`src/rtl/alu_defs.sv`:
```
// Shared definitions for the ALU front end: state codes and datapath widths
// used by the key loader, the ALU and the display stage.
package alu_defs;

  localparam int DATA_W  = 8;
  localparam int OP_W    = 4;
  localparam int STATE_W = 3;

  typedef enum logic [STATE_W-1:0] {
    S_LOAD_A  = 3'd0,
    S_LOAD_B  = 3'd1,
    S_LOAD_OP = 3'd2,
    S_ISSUE   = 3'd3,
    S_WAIT    = 3'd4,
    S_SHOW    = 3'd5
  } state_t;

endpackage

```
`src/rtl/key_cond.sv`:
```
// One push key: 2-flop synchronizer, optional debounce (KEY_DEBOUNCE_EN),
// then a registered one-cycle pulse on each rising edge of the stable value.
module key_cond #(
  parameter int DB_LIMIT = 500000,
  parameter int DB_CNT_W = 20
) (
  input  logic i_clk,
  input  logic i_rst,
  input  logic i_key,
  output logic o_prs
);

  logic r_sync_p0;
  logic r_sync_p1;
  logic r_stable_d;
  logic r_prs;
  logic w_stable;

  always_ff @(posedge i_clk) begin
    if (i_rst) begin
      r_sync_p0 <= 1'b0;
      r_sync_p1 <= 1'b0;
    end else begin
      r_sync_p0 <= i_key;
      r_sync_p1 <= r_sync_p0;
    end
  end

`ifdef KEY_DEBOUNCE_EN
  logic [DB_CNT_W-1:0] r_cnt;
  logic                r_stable;

  // A change is accepted only after DB_LIMIT consecutive differing samples.
  always_ff @(posedge i_clk) begin
    if (i_rst) begin
      r_cnt    <= '0;
      r_stable <= 1'b0;
    end else if (r_sync_p1 == r_stable) begin
      r_cnt <= '0;
    end else if (r_cnt == DB_CNT_W'(DB_LIMIT - 1)) begin
      r_stable <= r_sync_p1;
      r_cnt    <= '0;
    end else begin
      r_cnt <= r_cnt + 1'b1;
    end
  end

  assign w_stable = r_stable;
`else
  logic w_unused_db;

  assign w_stable    = r_sync_p1;
  assign w_unused_db = (DB_LIMIT != 0) ^ (DB_CNT_W != 0);
`endif

  always_ff @(posedge i_clk) begin
    if (i_rst) begin
      r_stable_d <= 1'b0;
      r_prs      <= 1'b0;
    end else begin
      r_stable_d <= w_stable;
      r_prs      <= w_stable & ~r_stable_d;
    end
  end

  assign o_prs = r_prs;

endmodule

```
`src/rtl/alu_key_loader.sv`:
```
// Operand/opcode loader for the 8-bit ALU: key-driven FSM, operand registers,
// ENA strobe and result capture. Key debounce enabled by KEY_DEBOUNCE_EN.
module alu_key_loader
  import alu_defs::*;
#(
  parameter int DB_LIMIT = 500000,
  parameter int DB_CNT_W = 20,
  parameter int WAIT_CYC = 2
) (
  input  logic       CLK,
  input  logic       RST,
  input  logic [7:0] SW,
  input  logic [1:0] KEY,
  input  logic [7:0] RGZ,
  output logic [7:0] RGA,
  output logic [7:0] RGB,
  output logic [3:0] OPT,
  output logic       ENA,
  output logic [7:0] RES,
  output logic [2:0] STATE
);

  localparam int WCNT_W = (WAIT_CYC > 1) ? $clog2(WAIT_CYC) : 1;

  state_t              r_state;
  state_t              w_next;
  logic [DATA_W-1:0]   r_rga;
  logic [DATA_W-1:0]   r_rgb;
  logic [DATA_W-1:0]   r_res;
  logic [OP_W-1:0]     r_opt;
  logic                r_ena;
  logic [WCNT_W-1:0]   r_wcnt;
  logic                w_prs0;
  logic                w_prs1;
  logic                w_ld_a;
  logic                w_ld_b;
  logic                w_ld_op;
  logic                w_cap;

  key_cond #(.DB_LIMIT(DB_LIMIT), .DB_CNT_W(DB_CNT_W)) u_key_adv (
    .i_clk (CLK),
    .i_rst (RST),
    .i_key (KEY[0]),
    .o_prs (w_prs0)
  );

  key_cond #(.DB_LIMIT(DB_LIMIT), .DB_CNT_W(DB_CNT_W)) u_key_cancel (
    .i_clk (CLK),
    .i_rst (RST),
    .i_key (KEY[1]),
    .o_prs (w_prs1)
  );

  // Cancel beats advance everywhere except S_WAIT, where the operation must finish.
  always_comb begin
    w_next  = r_state;
    w_ld_a  = 1'b0;
    w_ld_b  = 1'b0;
    w_ld_op = 1'b0;
    w_cap   = 1'b0;
    if (w_prs1 && (r_state != S_WAIT)) begin
      w_next = S_LOAD_A;
    end else begin
      case (r_state)
        S_LOAD_A:  if (w_prs0) begin w_ld_a  = 1'b1; w_next = S_LOAD_B;  end
        S_LOAD_B:  if (w_prs0) begin w_ld_b  = 1'b1; w_next = S_LOAD_OP; end
        S_LOAD_OP: if (w_prs0) begin w_ld_op = 1'b1; w_next = S_ISSUE;   end
        S_ISSUE:   w_next = S_WAIT;
        S_WAIT:    if (r_wcnt == '0) begin w_cap = 1'b1; w_next = S_SHOW; end
        S_SHOW:    if (w_prs0) w_next = S_LOAD_A;
        default:   w_next = S_LOAD_A;
      endcase
    end
  end

  always_ff @(posedge CLK) begin
    if (RST) begin
      r_state <= S_LOAD_A;
      r_rga   <= '0;
      r_rgb   <= '0;
      r_opt   <= '0;
      r_ena   <= 1'b0;
      r_res   <= '0;
      r_wcnt  <= '0;
    end else begin
      r_state <= w_next;
      r_ena   <= (w_next == S_ISSUE);
      if (w_ld_a)  r_rga <= SW;
      if (w_ld_b)  r_rgb <= SW;
      if (w_ld_op) r_opt <= SW[OP_W-1:0];
      if (w_cap)   r_res <= RGZ;
      if (r_state == S_ISSUE) begin
        r_wcnt <= WCNT_W'(WAIT_CYC - 1);
      end else if ((r_state == S_WAIT) && (r_wcnt != '0)) begin
        r_wcnt <= r_wcnt - 1'b1;
      end
    end
  end

  assign RGA   = r_rga;
  assign RGB   = r_rgb;
  assign OPT   = r_opt;
  assign ENA   = r_ena;
  assign RES   = r_res;
  assign STATE = r_state;

endmodule
```
`config.mk`:
```
export PLATFORM = sky130hd
export DESIGN_NAME = alu_key_loader
export DESIGN_NICKNAME = d
export VERILOG_FILES = /design/src/rtl/alu_defs.sv /design/src/rtl/key_cond.sv /design/src/rtl/alu_key_loader.sv
export SDC_FILE = /design/constraint.sdc
export NUM_CORES = 1
export LEC_CHECK = 0
export CORE_UTILIZATION = 47
export CTS_BUF_LIST = sky130_fd_sc_hd__clkbuf_8
export DETAILED_ROUTE_END_ITERATION = 10
export PLACE_DENSITY_LB_ADDON = 0.3
export SLEW_MARGIN = 0
export SYNTH_ARGS = -nofsm -noshare
export SYNTH_HDL_FRONTEND = slang
export SYNTH_SLANG_ARGS = --single-unit
```
`constraint.sdc`:
```
create_clock -name CLK -period 2.3 [get_ports CLK]
set_clock_uncertainty 0.2 [all_clocks]
set_input_delay 0.23 -clock CLK [delete_from_list [all_inputs] [get_ports CLK]]
set_output_delay 0.23 -clock CLK [all_outputs]
set_load 0.03 [all_outputs]
```
After elaboration in Yosys (flattened, before gate mapping)

Cells that the tools add are included.

$add $sub $neg: 1
Eq/ne operators: 7
Muxes and demuxes: 19
Bitwise gates (word level): 4
Reductions and logical operators: 4

Operators by type and width:

| cell                                          | count |
|---|---|
| 2-to-1 mux 3 bit                              | 6 |
| one-hot mux 3 bit (6 select lines)            | 1 |
| 2-to-1 mux 1 bit                              | 12 |
| == test 3 x 2 -> 1 bit, second input constant | 3 |
| == test 3 bit, second input constant          | 2 |
| == test 3 x 1 -> 1 bit, second input constant | 1 |
| logical NOT 3 bit                             | 1 |
| != test 3 bit, second input constant          | 1 |
| AND 1 bit                                     | 2 |
| logical AND 1 bit                             | 2 |
| inverter 1 bit                                | 2 |
| nonzero test 2 bit                            | 1 |
| subtractor 1 bit, second input constant       | 1 |

Register bits after elaboration: 41
Input bits: 20
Output and inout port bits: 32
Word-level logic and storage cells: 50

Longest topological paths before layout

Depth after elaboration: 4
Depth in mapped cells: 5
Gate-level depth less buffers: 3

Cells and area by module

A second synthesis with hierarchy kept.

Cells, all modules: 155
Area, all modules: 1,601.5 um2

By module, submodules not included:

| module         | instances | cells an instance | area each (um2) | seq. area each (um2) |
|---|---|---|---|---|
| alu_key_loader | 1         | 139               | 1,378.8         | 660.6 |
| key_cond       | 2         | 8                 | 111.4           | 80.1 |

Worst setup path after synthesis

No wires, ideal clock.

Kind: reg2reg
Start: reg r_state[2], in the netlist STATE[2]
End: reg r_res[0], in the netlist RES[0]
Library setup time: 0.132 ns
Arrival: 1.549 ns
Required time: 1.968 ns
Path slack: 0.419 ns
Stages on the path, launching flop included: 6
Buffers on the path: 2
Period minus slack after synthesis: 1.881 ns
Cell sequence: dfxtp_1 > buf_6 > or4b_2 > clkbuf_1 > nand2_1 > a21oi_1

Word-level cells in the longest chain between the ends: 3
Elaborated cells between the ends (all ways): 5
Those cells by class: eq/ne (2); mux (2); reduce/logical (1)

Ends and longest elaborated chain:

| element                                                      | line                                       | text |
|---|---|---|
| from (decl)                                                  | alu_key_loader.sv:25                       | `state_t r_state;` |
| from (signal assigned)                                       | alu_key_loader.sv:86                       | `r_state <= w_next;` |
| == test 3 bit / != test 3 bit (equally long branches)        | alu_key_loader.sv:64, alu_key_loader.sv:61 |  |
| 2-to-1 mux 1 bit / logical AND 1 bit (equally long branches) | alu_key_loader.sv:64, alu_key_loader.sv:61 |  |
| 2-to-1 mux 1 bit *                                           | alu_key_loader.sv:61                       | `if (w_prs1 && (r_state != S_WAIT)) begin` |
| to (signal assigned)                                         | alu_key_loader.sv:83                       | `r_res <= '0;` |
| to (signal assigned)                                         | alu_key_loader.sv:91                       | `if (w_cap) r_res <= RGZ;` |
| to (decl)                                                    | alu_key_loader.sv:29                       | `logic [DATA_W-1:0] r_res;` |

Every way passes the cells marked *; elsewhere a longest branch is shown, timed or not.
A chain may end at the register's enable or synchronous reset.

Worst setup path after layout

Start: reg r_state[1], in the netlist STATE[1]
End: out STATE[1]

RTL lines:

| element   | line                 | text |
|---|---|---|
| to (decl) | alu_key_loader.sv:20 | `output logic [2:0] STATE` |

No word-level cell between the ends.

==> flow_summary_export.csv <==
group,metric,value,unit
worst_setup_path,crit_family,"buffers and inverters",
flow_run,drv_cap,0,
synthesis,yosysTopAreaCell,"dfxtp_1",
synthesis,syn_nets,178,
synthesis,synthMuxAreaShare,12.5,%
clock_tree,cts_resized,0,
synthesis,synth_compound_area_share,5.16,%
worst_setup_path,crit_cells,1,
synthesis,synth_area,1600,µm²
global_routing,top_usage_layer,"met2",
finish,final_layout_size_suffix_gt1_share,7.18,%
synthesis,synthXorXnorAreaFrac,0,%
synthesis,synth_top_area_share,51.3,%
timing,setup_viol,0,
synthesis,syn_inst,158,
route,num_vias,1222,
route,via_per_inst,4.83,
finish,syn_to_final_growth,38.2,%
synthesis,async_reset_ff_share,0,%
synthesis,ys_ff_latch,41,
timing,drv_slew,0,
synthesis,synth_top_flop_cell,"dfxtp_1",
timing,timing_hold_violations_final,0,
timing,fin_ws,0.216,ns
finish,antennaDiodeCount,0,
global_routing,grt_usage,19.5,%
status,status,"finished clean",
placement,gp_congestion,0.719,
worst_setup_path,critPathLaunch,"STATE[1]",
die,dieArea,3640,µm²
placement,dp_hpwl,2.38,mm
finish,fillerInstances,247,
timing,worst_slew_pin_slew,0.513,ns
worst_setup_path,crit_required,1.87,ns
placement,io_buffers,51,
timing,rsz0062_at_grt,"no",
route,wl_per_cell,12.5,µm
die,rows,20,
finish,fin_cells,253,
clock_tree,cts.root.buffer_cell,"clkbuf_8",
worst_setup_path,slowest_stage,"clkdlybuf4s50_1",
timing,period_share,90.6,%
global_routing,grt_pass1_vias,1202,
worst_setup_path,path_class,"reg -> out",
worst_setup_path,cp.buffers_inverters,1,
global_routing,use_met3,5.97,%
synthesis,synthTopCellsByArea,"dfxtp_1, mux2i_1, nand2b_1",
clock_tree,worstSkewPairLatency,0.28,ns
synthesis,synth.distinct_cells,25,
worst_setup_path,r2r_end,"RGA[1]",
finish,fin_nets,228,
placement,dp_cells,245,
synthesis,syn_area_per_cell,10.1,µm²
worst_setup_path,ff2ff_setup_slack,0.40,ns
route,ant_nets,0,
global_routing,grt_max_degree,30,
route,wl,3.15,mm
worst_setup_path,reg2reg_from,"STATE[2]",
timing,max_freq,480,MHz
min_path,hp-start,"u_key_cancel.r_stable_d",
clock_tree,tritoncts,"done",
synthesis,yosys-top-cells-count,"dfxtp_1, nand2b_1, mux2i_1",
clock_tree,cts_hold_buf,0,
synthesis,synth.most_common_cell,"dfxtp_1",
global_routing,grt_use_met2,32.5,%
worst_setup_path,crit_chain,"clkdlybuf4s50_1",
pwr,powerDensity,561,nW/µm²
synthesis,synthSimpleGateAreaFrac,27.2,%
clock_tree,cts_setup_buffers,0,
worst_setup_path,worst_setup_path_end_kind,"primary output",
clock_tree,h-tree-depth,2,
pwr,peakVddDrop,0.460,mV
worst_setup_path,arrival,1.65,ns
global_routing,antenna_found_initial,0,
worst_setup_path,crit_end,"STATE[1]",
route,drc_errors,0,
route,dr.pass1.iters,4,
clock_tree,cts_max_path_buffers,2,
worst_setup_path,worstPathMaxFanout,13,
clock_tree,path_clk_slew,0.07,ns
timing,min_period,2.08,ns
global_routing,grt_pass1_wl,5.22,mm
clock_tree,cts.sinks,41,
synthesis,synth-adder-area-share,0,%
global_routing,grt_overflow,0,
timing,setup-tns-final,0,ns
timing,relSlewSlack,64.9,%
worst_setup_path,cpPeakStageDelay,0.77,ns
placement,dpl_worst_slack,0.406,ns
synthesis,yosysWarnings,0,
synthesis,synth-edff-count,0,
min_path,hp-class,"reg -> reg",
route,drt_iter0_markers,43,
synthesis,synth_top_family_by_area,"simple AND/OR/NAND/NOR gates",
global_routing,use_met1,23.1,%
die,io_pins,52,
die,initial_core_util,51.1,%
worst_setup_path,rr_worst_depth,3,
die,dieHeight,60.3,µm
die,core_region_area,3130,µm²
die,die_w,60.3,µm
worst_setup_path,start_kind,"register",
clock_tree,cts_made_buffers,5,
pwr,p_leak,0.000849,µW
synthesis,synth-seq-area-share,51.3,%
==> flip-flops by register name (all words and copies together) (netlist names) <==
| signal | cells |
|---|---|
| RES | 8 |
| RGA | 8 |
| RGB | 8 |
| OPT | 4 |
| STATE | 3 |
| ENA | 1 |
| r_wcnt | 1 |
| u_key_adv.o_prs | 1 |
| u_key_adv.r_stable_d | 1 |
| u_key_adv.r_sync_p0 | 1 |
| u_key_adv.r_sync_p1 | 1 |
| u_key_cancel.o_prs | 1 |
| u_key_cancel.r_stable_d | 1 |
| u_key_cancel.r_sync_p0 | 1 |
| u_key_cancel.r_sync_p1 | 1 |
==> cells in the final DEF (no fill, tap or decap) <==
cell type and instances:
clkdlybuf4s50_1 51, dfxtp_1 41, nand2b_1 30, mux2i_1 20, nand2_1 17, nor2b_1 11, a21oi_1 9, clkbuf_8 5
nor2_1 3, buf_4 3, nor3b_1 2, o21ai_0 2, clkinv_2 2, or3b_4 1, or3_1 1, or3b_1 1
nor4b_2 1, or4b_2 1, or2_2 1, nor3_1 1, nand3b_1 1, a2111oi_0 1, nor3b_4 1, a221o_1 1
a32oi_1 1, inv_1 1
==> per-stage QoR <==
stage	power, µW	util [%]	instance area, µm²	hold WS, ns
floorplan	784	-	1600	0.158
global placement	829	68.0	2130	0.172
detailed placement	832	68.0	2130	0.187
CTS	1260	70.6	2210	0.198
global route	1300	70.6	2210	0.217
finish	1240	70.6	2210	0.201
==> layout make-up <==
cell class	instances	area, µm²	area share, %
flip-flops and latches	41	821	37.1
multi-input cells	106	718	32.5
clock inverters	3	13.8	0.623
clock buffers	5	68.8	3.11
well taps	44	55.1	2.49
repair buffers	54	533	24.1
==> power by group <==
part / internal [µW] / switching (µW) / leakage, µW / total (µW)
combinational: 55.3 / 35.2 / 0.000468 / 90.5
sequential: 719 / 5.79 / 0.000332 / 724
clock: 205 / 219 / 0.0000491 / 425
==> metal layers <==
| layer | part of all wire, % | routed length [µm] |
|---|---|---|
| met5 | 0 | 0 |
| met4 | 1.1 | 36 |
| met3 | 3.7 | 116 |
| met2 | 51 | 1590 |
| met1 | 45 | 1400 |
==> how the worst min path moves through the flow <==
stage                          end  slack [ns]  depth (start not counted)
6_report        u_key_cancel.o_prs        0.20                          1
5_1_grt         u_key_cancel.o_prs        0.22                          1
4_1_cts            u_key_adv.o_prs        0.20                          1
3_5_place_dp       u_key_adv.o_prs        0.19                          1
3_3_place_gp    u_key_cancel.o_prs        0.17                          1
2_1_floorplan  u_key_adv.r_sync_p0        0.16                          1
==> cells by family after synthesis <==
group	count (synthesis)
AO/OA/AOI/OAI	14
buffers and inverters	11
flip-flops	41
multiplexers	20
AND/OR/NAND/NOR	72
==> worst reg2reg max path, cell delays in order (launching register included) <==
cell,delay [ns]
dfxtp_1,0.39
or3b_4,0.46
or3_1,0.53
mux2i_1,0.20
Power figures use the tool's default switching activity.
==> edit: new RTL, same flow settings <==
Change the parameter `WAIT_CYC` from 2 to 4.
--- a/src/rtl/alu_key_loader.sv
+++ b/src/rtl/alu_key_loader.sv
@@ -5,7 +5,7 @@
 #(
   parameter int DB_LIMIT = 500000,
   parameter int DB_CNT_W = 20,
-  parameter int WAIT_CYC = 2
+  parameter int WAIT_CYC = 4
 ) (
   input  logic       CLK,
   input  logic       RST,
Formal check against the unedited RTL: no difference found for any inputs over 10 cycles, from zero or initial values and one cycle with RST high; that may be too few to reach the edited logic, so the function may still have changed.
==> edit against the original RTL <==
Die area rose by 2.2%. Total power rose by 6.4%. Global-route usage rose by 1.1 points. Area after synthesis rose by 2.3%. Routed wire length rose by 5.7%. Sequential cell count rose by 1. Design area rose by 2.7%. Worst setup slack improved by 0.0029 ns. Via count rose by 1.1%.
==> edit: results (changes against the original RTL) <==
Power
  • Peak supply drop: 476.9 uV (was 459.9 uV)
  • Leakage Power: 0.8863 nW (was 0.8488 nW)

Layout
  • Nets: 227 (was 228)
  • Ratio of cells with drive above 1 in the final layout: 5.314% (was 7.177%)

Clock tree
  • Post-cts sizing count: 0 (unchanged)
  • Clk buf depth: 2 (unchanged)

Placement
  • DP Wirelength: 2.387 mm (was 2.384 mm)
  • GPL Wtd Cong: 0.7362 (was 0.7186)

Hold path
  • Min-Delay Path Depth: 1 (unchanged)
  • Worst Hold End: u_key_adv.o_prs$_SDFF_PP0_ (was u_key_cancel.o_prs$_SDFF_PP0_)
  • Hold Crit Start: u_key_adv.r_stable_d$_SDFF_PP0_ (was u_key_cancel.r_stable_d$_SDFF_PP0_)

Logic synthesis
  • Top post-synthesis cells by area: dfxtp_1 51%, mux2i_1 17%, nand2b_1 11% (was dfxtp_1 51%, mux2i_1 13%, nand2b_1 12%)
  • Synth top cells by count: 42 x dfxtp_1, 29 x nand2b_1, 28 x mux2i_1 (was 41 x dfxtp_1, 30 x nand2b_1, 20 x mux2i_1)
  • Post-synthesis net count: 177 (was 178)
  • Unique cell type count in the Yosys netlist: 26 (was 25)
  • Sequential area share after synthesis: 51.42% (was 51.33%)

Critical path
  • Reg-to-Reg End: RGA[0]$_SDFFE_PP0P_ (was RGA[1]$_SDFFE_PP0P_)
  • R2R Path Start: u_key_adv.o_prs$_SDFF_PP0_ (was STATE[2]$_SDFF_PP0_)
  • R2r setup slk: 0.48 ns (was 0.40 ns)

STA
  • Worst Tran Pin Value: 0.5303 ns (was 0.5130 ns)
  • Fin Hold WS: 0.1903 ns (was 0.2007 ns)

Route
  • Via density: 4.881 (was 4.830)
  • DRT Pass-1 Iters: 4 (unchanged)
  • Iteration-0 DRC Markers: 26 (was 43)
  • WL final: 3.330 mm (was 3.150 mm)

GRT
  • Tot GR Track Use: 20.64% (was 19.52%)
  • Largest net degree at the start of global routing: 49 (was 30)
  • Vias in the first global route: 1270 (was 1202)
  • First-pass GRT wire length: 5.388 mm (was 5.216 mm)

Outcome
  • Status: finished, final reports clean (unchanged)
==> edit: cell types whose count changed in the layout (fill, tap and decap cells not counted), sizes merged, moves of 2 or more <==
cell	delta
a21oi	-8
nand2	-16
nor4b	+2
mux2i	+8
a211oi	+2
nor2	+10
nor3b	-3
inv	+3
==> edit: layout make-up <==
class,count,area (um2)
clock inverters,2,8.758
well taps,46,57.56
flip-flops and latches,42,840.8
inverters,3,11.26
clock buffers,6,82.58
multi-input cells,101,742.0
repair buffers,53,525.5
fillers,264,1069
==> edit: stage by stage <==
step / instance area, um2 / std cells / util [%] / setup slack (ns)
after floorplan: 1635 / 156 / - / 0.5323
after global placement: 2177 / 245 / 65.24 / 0.5592
after detailed placement: 2177 / 245 / 65.24 / 0.4939
after CTS: 2268 / 253 / 67.98 / 0.2241
after global routing: 2268 / 253 / 67.98 / 0.1441
final: 2268 / 253 / 67.98 / 0.2191
==> edit: logic make-up after synthesis <==
family	count (synthesis)	share of synthesized area [%]
multiplexers	28	17.14
buffers and inverters	13	3.596
flip-flops	42	51.42
AO/OA/AOI/OAI	9	4.131
adder cells (fa/ha/maj)	1	0.7650
AND/OR/NAND/NOR	63	22.95
==> edit: worst max path at each step <==
stage | cells past startpoint | end | start | slack, ns
CTS | 1 | STATE[1] | STATE[1]$_SDFF_PP0_ | 0.22
floorplan | 4 | RGA[0]$_SDFFE_PP0P_ | STATE[2]$_SDFF_PP0_ | 0.53
global placement | 3 | RGA[1]$_SDFFE_PP0P_ | STATE[2]$_SDFF_PP0_ | 0.56
global route | 1 | STATE[0] | STATE[0]$_SDFF_PP0_ | 0.14
finish | 1 | STATE[1] | STATE[1]$_SDFF_PP0_ | 0.22
detailed placement | 3 | RGA[0]$_SDFFE_PP0P_ | STATE[2]$_SDFF_PP0_ | 0.49
==> edit: report_power, final <==
group | total, mW | internal (mW) | switching (mW) | leakage [nW]
clock network | 0.473 | 0.237 | 0.236 | 0.0524
registers | 0.745 | 0.738 | 0.00752 | 0.340
logic | 0.101 | 0.0597 | 0.0411 | 0.494
total | 1.32 | 1.03 | 0.284 | 0.886
==> edit: per-layer routing <==
layer / share of wire (%) / track usage [%] / up-vias
li1: - / - / 616
met1: 42 / 22.15 / 575
met2: 49 / 34.69 / 37
met3: 5.8 / 7.249 / 7
met4: 2.7 / 12.99 / 0
met5: 0 / 0 / -
